**src/rtl/matrix_print_tx_pkg.sv**
```systemverilog
// matrix_print_tx_pkg: shared ASCII codes, dimension limit, FSM states and decimal place weights
package matrix_print_tx_pkg;
  localparam logic [7:0] ASC_0 = 8'd48;
  localparam logic [7:0] ASC_SPACE = 8'd32;
  localparam logic [7:0] ASC_CR = 8'd13;
  localparam logic [7:0] ASC_LF = 8'd10;
  localparam int MAX_DIM = 5;
  typedef enum logic [3:0] {
    IDLE, RD_REQ, RD_WAIT, CONV, SEND_DIG, SEND_SP, SEND_CR, SEND_LF, DONE
  } state_t;
  function automatic logic [15:0] pow10(input logic [2:0] p);
    return p == 3'd0 ? 16'd10000 : p == 3'd1 ? 16'd1000 : p == 3'd2 ? 16'd100 :
           p == 3'd3 ? 16'd10 : 16'd1;
  endfunction
endpackage

```
**src/rtl/matrix_print_tx_uart_tx.sv**
```systemverilog
// uart_tx: 8N1 serializer, busy from accepted start until the end of the stop bit
module uart_tx #(
  parameter int CLK_FREQ = 25_000_000,
  parameter int BAUD_RATE = 115200
) (
  input  logic       clk,
  input  logic       rst_n,
  input  logic       tx_start,
  input  logic [7:0] tx_data,
  output logic       tx,
  output logic       tx_busy
);
  localparam int CPB = CLK_FREQ / BAUD_RATE;
  localparam int CW = $clog2(CPB);
  logic [CW-1:0] cnt;
  logic [3:0] bits;
  logic [8:0] sh;
  always_ff @(posedge clk or negedge rst_n)
    if (!rst_n) begin
      tx <= 1'b1;
      tx_busy <= 1'b0;
      cnt <= '0;
      bits <= '0;
      sh <= '1;
    end else if (!tx_busy) begin
      if (tx_start) begin
        sh <= {1'b1, tx_data};
        tx <= 1'b0;
        tx_busy <= 1'b1;
        cnt <= '0;
        bits <= '0;
      end
    end else if (cnt == CW'(CPB - 1)) begin
      cnt <= '0;
      sh <= {1'b1, sh[8:1]};
      tx <= bits == 4'd9 ? 1'b1 : sh[0];
      bits <= bits + 4'd1;
      tx_busy <= bits != 4'd9;
    end else
      cnt <= cnt + 1'b1;
endmodule

```
**src/rtl/matrix_print_tx.sv**
```systemverilog
// matrix_print_tx: reads an m x n matrix row-major from RAM and prints it as decimal ASCII over UART
module matrix_print_tx
  import matrix_print_tx_pkg::*;
#(
  parameter int CLK_FREQ = 25_000_000,
  parameter int BAUD_RATE = 115200,
  parameter int ADDR_W = 9
) (
  input  logic              clk,
  input  logic              rst_n,
  input  logic              en,
  input  logic              start,
  input  logic [ADDR_W-1:0] base_addr,
  input  logic [2:0]        dim_m,
  input  logic [2:0]        dim_n,
  output logic              rd_en,
  output logic [ADDR_W-1:0] rd_addr,
  input  logic [31:0]       rd_data,
  output logic              uart_tx,
  output logic              busy,
  output logic              done,
  output logic              err
);
  localparam logic [2:0] MD = 3'(MAX_DIM);
  state_t state;
  logic [2:0] row, col, m, n, place, nd, di;
  logic [3:0] dcnt;
  logic [3:0] digs [5];
  logic [15:0] val, pw;
  logic [7:0] tx_data;
  logic tx_start, tx_busy, tx_free;
  assign pw = pow10(place);
  assign tx_free = !tx_start && !tx_busy;
  uart_tx #(.CLK_FREQ(CLK_FREQ), .BAUD_RATE(BAUD_RATE)) u_tx (
    .clk(clk), .rst_n(rst_n), .tx_start(tx_start), .tx_data(tx_data), .tx(uart_tx), .tx_busy(tx_busy)
  );
  always_ff @(posedge clk or negedge rst_n)
    if (!rst_n) begin
      state <= IDLE;
      {row, col, m, n, place, nd, di} <= '0;
      dcnt <= '0;
      digs <= '{default: 4'd0};
      val <= '0;
      tx_data <= '0;
      tx_start <= 1'b0;
      rd_en <= 1'b0;
      rd_addr <= '0;
      busy <= 1'b0;
      done <= 1'b0;
      err <= 1'b0;
    end else begin
      rd_en <= 1'b0;
      done <= 1'b0;
      err <= 1'b0;
      tx_start <= 1'b0;
      if (!en) begin
        state <= IDLE;
        busy <= 1'b0;
      end else case (state)
        IDLE: if (start) begin
          if (dim_m == 3'd0 || dim_m > MD || dim_n == 3'd0 || dim_n > MD) err <= 1'b1;
          else begin
            m <= dim_m;
            n <= dim_n;
            row <= '0;
            col <= '0;
            rd_addr <= base_addr;
            rd_en <= 1'b1;
            busy <= 1'b1;
            state <= RD_REQ;
          end
        end
        RD_REQ: state <= RD_WAIT;
        RD_WAIT: begin
          val <= |rd_data[31:16] ? 16'hFFFF : rd_data[15:0];
          place <= '0;
          dcnt <= '0;
          nd <= '0;
          state <= CONV;
        end
        CONV: if (place == 3'd4) begin
          digs[nd] <= val[3:0];
          nd <= nd + 3'd1;
          di <= '0;
          state <= SEND_DIG;
        end else if (val >= pw) begin
          val <= val - pw;
          dcnt <= dcnt + 4'd1;
        end else begin
          if (dcnt != 4'd0 || nd != 3'd0) begin
            digs[nd] <= dcnt;
            nd <= nd + 3'd1;
          end
          place <= place + 3'd1;
          dcnt <= '0;
        end
        SEND_DIG: if (tx_free) begin
          tx_start <= 1'b1;
          tx_data <= ASC_0 + {4'd0, digs[di]};
          di <= di + 3'd1;
          if (di == nd - 3'd1) state <= col == n - 3'd1 ? SEND_CR : SEND_SP;
        end
        SEND_SP: if (tx_free) begin
          tx_start <= 1'b1;
          tx_data <= ASC_SPACE;
          col <= col + 3'd1;
          rd_addr <= rd_addr + 1'b1;
          rd_en <= 1'b1;
          state <= RD_REQ;
        end
        SEND_CR: if (tx_free) begin
          tx_start <= 1'b1;
          tx_data <= ASC_CR;
          state <= SEND_LF;
        end
        SEND_LF: if (tx_free) begin
          tx_start <= 1'b1;
          tx_data <= ASC_LF;
          if (row == m - 3'd1) state <= DONE;
          else begin
            row <= row + 3'd1;
            col <= '0;
            rd_addr <= rd_addr + 1'b1;
            rd_en <= 1'b1;
            state <= RD_REQ;
          end
        end
        DONE: if (tx_free) begin
          done <= 1'b1;
          busy <= 1'b0;
          state <= IDLE;
        end
        default: state <= IDLE;
      endcase
    end
endmodule

```
**config.mk**
```make
export PLATFORM = sky130hd
export DESIGN_NAME = matrix_print_tx
export DESIGN_NICKNAME = d
export VERILOG_FILES = /design/src/rtl/matrix_print_tx_pkg.sv /design/src/rtl/matrix_print_tx_uart_tx.sv /design/src/rtl/matrix_print_tx.sv
export SDC_FILE = /design/constraint.sdc
export NUM_CORES = 1
export LEC_CHECK = 0
export CELL_PAD_IN_SITES_DETAIL_PLACEMENT = 1
export CELL_PAD_IN_SITES_GLOBAL_PLACEMENT = 1
export CORE_MARGIN = 10
export CORE_UTILIZATION = 45
export CTS_BUF_LIST = sky130_fd_sc_hd__clkbuf_8
export CTS_CLUSTER_SIZE = 25
export DETAILED_ROUTE_END_ITERATION = 10
export DONT_BUFFER_PORTS = 1
export GPL_ROUTABILITY_DRIVEN = 0
export PLACE_DENSITY_LB_ADDON = 0.1
export SLEW_MARGIN = 20
export SYNTH_ARGS = -nofsm -noshare
export SYNTH_HDL_FRONTEND = slang
export SYNTH_SLANG_ARGS = --single-unit
```
**constraint.sdc**
```tcl
create_clock -name clk -period 5 [get_ports clk]
set_clock_uncertainty 0.15 [all_clocks]
set_input_delay 0.25 -clock clk [delete_from_list [all_inputs] [get_ports clk]]
set_output_delay 0.25 -clock clk [all_outputs]
set_load 0.05 [all_outputs]
```
; Yosys cells after proc, flatten, opt, wreduce, memory -nomap -nowiden
; Index checks and enable logic that the tools add are counted.
[totals]
in_bits = 51
out_inout_bits = 14
word_cells = 229
regBits = 110
[op_classes]
n_eq_ne = 43
n_addsub = 14
n_lt_le_gt_ge = 6
n_reduce_logical = 36
bitwise_logic = 3
muxes = 100
[op_table]
columns = cell, count
row1 = $mux 4, 20
row2 = $mux 9, 8
row3 = $mux 20, 3
row4 = $mux 8, 7
row5 = $mux 16, 3
row6 = $mux 3, 14
row7 = $bwmux 20, 2
row8 = $pmux 4 s9, 1
row9 = $ne 3x3->1 const B, 11
row10 = $pmux 16 s2, 1
row11 = $pmux 8 s4, 1
row12 = $reduce_and 4->1, 7
row13 = $pmux 9 s3, 1
row14 = $ne 2x2->1 const B, 13
row15 = $mux 1, 25
row16 = $pmux 3 s2, 4
row17 = $eq 4x3->1 const B, 4
row18 = $ge 16x14->1, 1
row19 = $reduce_or 16->1, 1
row20 = $sub 16x14->16, 1
row21 = $add 3x1->3 const B, 5
row22 = $mux 14, 1
row23 = $bmux 4 s3, 1
row24 = $demux 4 s3, 1
row25 = 41 further kinds, 66

; Longest topological paths before layout
[logic_depth]
depth_word = 9
depth_mapped = 13
depth_no_buf = 12

; Modules after synthesis
; A second synthesis with hierarchy kept.
[hier_totals]
hier_cells = 694
area_unflattened_um2 = 6701.4
[by_module_without_submodules]
columns = mod, cells_each, seq_area_each_um2, n_inst, area_each_um2
row1 = matrix_print_tx, 575, 2127.0, 1, 5412.7
row2 = uart_tx, 119, 561.8, 1, 1288.7

; Worst setup path before layout
; Ideal clock, no wire load.
[synth_path]
path_kind = register -> register
startpoint = reg place[0]
endpoint = reg val[10]
setup_time_ns = 0.125
required_time_ns = 4.725
path_buffers = 2
period_less_slack_ns = 3.185
setup_slack_ns = 1.815
path_stages_with_launch = 13
t_arrival_ns = 2.910
cell_sequence = dfrtp_1 -> inv_1 -> ha_1 -> o21ai_0 -> ha_1 -> clkbuf_1 -> nand3_1 -> nor4_2 -> o21a_2 -> nor3_2 -> nor2_2 -> buf_4 -> mux2_2
[synth_via]
elab_chain_cells = 9
elab_cells_between_ends = 17
classes_between = add/sub: 1 / order compare: 1 / eq/ne: 6 / mux: 7 / reduce/logical: 2
[synth_lines]
columns = element, line_no
row1 = from (decl), matrix_print_tx.sv:26  ; logic [2:0] row, col, m, n, place, nd, di;
row2 = from (signal assigned), matrix_print_tx.sv:94  ; place <= place + 3'd1;
row3 = $eq 3x2->1, matrix_print_tx_pkg.sv:13  ; p == 3'd3 ? 16'd10 : 16'd1;
row4 = $mux 4, matrix_print_tx_pkg.sv:13
row5 = $mux 7, matrix_print_tx_pkg.sv:12  ; return p == 3'd0 ? 16'd10000 : p == 3'd1 ? 16'd1000 : p == 3'd2 ? 16'd100 :
row6 = $mux 10, matrix_print_tx_pkg.sv:12
row7 = $mux 14, matrix_print_tx_pkg.sv:12
row8 = $sub 16x14->16, matrix_print_tx.sv:87  ; val <= val - pw;
row9 = $mux 16, matrix_print_tx.sv:86  ; end else if (val >= pw) begin
row10 = $mux 16, matrix_print_tx.sv:81  ; CONV: if (place == 3'd4) begin
row11 = $pmux 16 s2, matrix_print_tx.sv:59  ; end else case (state)
row12 = to (signal assigned), matrix_print_tx.sv:75  ; val <= |rd_data[31:16] ? 16'hFFFF : rd_data[15:0];
row13 = to (signal assigned), matrix_print_tx.sv:87
row14 = to (decl), matrix_print_tx.sv:29  ; logic [15:0] val, pw;
; Parallel ways exist; a longest one is shown, timed or not. The select of a mux whose other input is x is not followed.
; A chain may end at the register's enable or synchronous reset.

; Final worst setup path
[layout_path]
startpoint = reg place[0]
endpoint = reg digs[16] (netlist bit)
[layout_via]
elab_chain_cells = 8
elab_cells_between_ends = 14
classes_between = order compare: 1 / eq/ne: 5 / mux: 5 / reduce/logical: 3
[layout_lines]
columns = element, line_no
row1 = $eq 3x2->1, matrix_print_tx_pkg.sv:13
row2 = $mux 4, matrix_print_tx_pkg.sv:13
row3 = $mux 7, matrix_print_tx_pkg.sv:12
row4 = $mux 10, matrix_print_tx_pkg.sv:12
row5 = $mux 14, matrix_print_tx_pkg.sv:12
row6 = $ge 16x14->1, matrix_print_tx.sv:86
row7 = $ne 2x2->1 (no line), -
row8 = $reduce_and 4->1 (no line), -
row9 = "to (signal, indexed assignment)", matrix_print_tx.sv:82  ; digs[nd] <= val[3:0];
row10 = "to (signal, indexed assignment)", matrix_print_tx.sv:91  ; digs[nd] <= dcnt;
row11 = to (decl), matrix_print_tx.sv:28  ; logic [3:0] digs [5];
; Parallel ways exist; a longest one is shown, timed or not.

==> impl_results.md <==
* Status: complete, no violations
* Num ports at 65
* Max IR drop VDD at around 400 µV
* Worst hold path type: primary input to flop
* Die Span X at between 100 and 150 µm
* Post-route setup slack at between 1000 and 1500 ps
* Drt first-iter violations at between 200 and 250
* Postcts setup bufs at 0
* Routed Antenna Nets at 0
* Count of state elements after synthesis at 107
* Syn_area_per_cell at roughly 9.3 µm²
* DRC at 0
* Leakage at around 3.2 nW
* Netlist cell types at 75
* IO Port Bufs at 0
* Die area at roughly 0.020 mm²
* Dpl ws at 1070 ps
* Crit path time final at around 3900 ps
* Total Neg Setup Slack at 0 ps
* Yosys top cell by area: dfrtp_1
* Fmax at 255 MHz
* Post-synthesis cell area at 0.00669 mm²
* Final slew viol count at 0
* Top FF cell, synth: dfrtp_1
* Synth top area cells: dfrtp_1 37%, ha_1 6.0%, mux2_2 4.0%, a21oi_1 4.0%, nand2_1 3.6%
* CTS buffer count at 9
* Top cell type's share of synthesized area at 36.7%
* DR WL/cell at around 20 µm
* Max Cap Viol at 0
* Initial Util at 46.0%
* Crit start category: flop
* RSZ-0062 raised after global routing: no
* Vias at about 5400
* Nets at ~810
* Setup CP Type: flop to flop
* Register area share after synthesis at about two fifths
* Clock sinks at roughly 110
* Largest net degree at the start of global routing at 108
* Syn nets at 800
* CTS tree: done
* Max_slew headroom at about 29%
* DP HPWL at roughly 13000 µm
* Share of post-route cells with drive strength above 1 at around an eighth
* Critical Path End Type: flop
* First-pass GRT wire length at a little over 30000 µm
* Total power at approximately 0.0040 W
* Via density at 5.92
* Final period utilization at approximately four fifths
* Final Hold Fails at 0
* Yosys warnings at 0
* Worst EP required at 5130 ps
* Die H at 142 µm
* WL final at approximately 18000 µm
* Root Buffer Master: clkbuf_8
* Cell with the most instances after synthesis: dfrtp_1
* WP data arrival at roughly 4000 ps
* Via count of the first global-routing pass at ~5800
* Post-synth top cells: 98 x dfrtp_1, 65 x nand2_1, 59 x nor2_1
* Core Area at ~0.015 mm²
* CTS resizes at 0
* CTS max path bufs at 2
* Initial antenna violation count at 0
* Endpoints failing setup at 0
* H-tree Lvls at 3
* Rows at between 40 and 50
* Crit path max fanout at 12
* DR pass1 iterations at 4
* Cell Pwr Density at between 500 and 600 mW/mm²
* Synthesis-to-finish area growth at 9.41%
* Clock Latency Late Sink at between 300 and 400 ps
* Asr flop ratio synth at 100%
* Congestion Overflow GR at 0
* Hold buffers post-CTS at 28
* Antenna diodes at 0
* Post-Synthesis Cells at 716
* Hold slack at around 16 ps
* Worst-path clk slew at 100 ps
* Post-synth EDFFs at 0
* All-Layer GR Usage at between 15 and 20%
* Worst-Margin Slew at 1060 ps
final cells by class:
class | count | area [µm²]
Fill cell | 1678 | 7220
Multi-Input combinational cell | 541 | 3740
Sequential cell | 107 | 2690
Timing Repair Buffer | 31 | 320
Tap cell | 184 | 230
Clock buffer | 9 | 124
Inverter | 33 | 124
Clock inverter | 7 | 93.8
state kept, by name, summed over array words and instances, names as in the netlist:
register and flops:
done 1, state 4, val 16, row 3, rd_en 1, nd 3
u_tx.sh 8, busy 1, u_tx.tx 1, col 3, di 3, err 1
tx_data 6, u_tx.tx_busy 1, tx_start 1, rd_addr 9, u_tx.cnt 8, u_tx.bits 4
place 3, n 3, m 3, dcnt 4, digs 20
report_power, final:
group          internal [W]  switching [W]  total (W)
Sequential          0.00107       0.000436    0.00151
Clock              0.000282       0.000313   0.000595
Combinational      0.000755        0.00112    0.00188
Total               0.00211        0.00187    0.00398
cell families (layout without fill, tap and decap cells):
group / Yosys count / count (layout) / synth area share [%]
AOI/OAI and AO/OA: 186 / 186 / 17.9
xor gates and xnor gates: 23 / 23 / 3.24
adders and majority gates: 33 / 33 / 6.29
buffers and inverters: 68 / 80 / 4.15
DFF: 107 / 107 / 40.2
muxes: 50 / 50 / 9.30
and+or+nand+nor: 249 / 249 / 18.9
layer usage:
layer	global-route usage, %	wire length, µm	up-vias
met1	22.9	8110	2726
met4	4.20	178	0
li1	-	-	2602
met5	0	0	-
met3	3.50	460	14
met2	32.3	9530	55
critical path, cell delays in order, from the launching register on:
cell and delay [ps]:
dfrtp_1 390, inv_1 100, ha_1 300, o21ai_0 450
nand3_1 150, ha_1 360, nand2b_1 110, a21oi_1 140
o21a_2 280, nor3_2 690, a41o_4 390, mux2_4 310
through the flow:
step	area (µm²)	utilization (%)	std cells
final	7320	50.4	912
after global routing	7320	50.4	912
after CTS	7320	50.4	912
after detailed placement	6800	46.8	868
after global placement	6800	46.8	868
after floorplan	6690	-	716
path summary, 6_finish.rpt:
path / start / to / slack (ps) / cells past startpoint
hold / removal: rd_data[5] / val[5] / 20 / 3
min in group asynchronous: rst_n / u_tx.bits[3] / 270 / 2
setup reg to reg: place[0] / digs[16] / 1070 / 11
hold reg to reg: u_tx.sh[7] / u_tx.sh[7] / 320 / 2
max in group asynchronous: rst_n / val[7] / 3950 / 2
setup / recovery: place[0] / digs[16] / 1070 / 11
placed cells by master (no fill, tap or decap), types with 10 or more instances in the layout:
master and instances:
ha_1 32, mux2_2 24, xor2_1 11, xnor2_1 11, inv_1 34, o21ai_0 45, mux2i_1 13, or2_2 10
nor3_1 17, nand3_1 26, o22ai_1 13, nand2_1 65, nand2b_1 12, a21oi_1 53, a31oi_1 13, dfrtp_1 98
nor4_1 11, nor2_1 59, dlygate4sd3_1 27
Note: power is estimated with default switching activity, not from simulation.
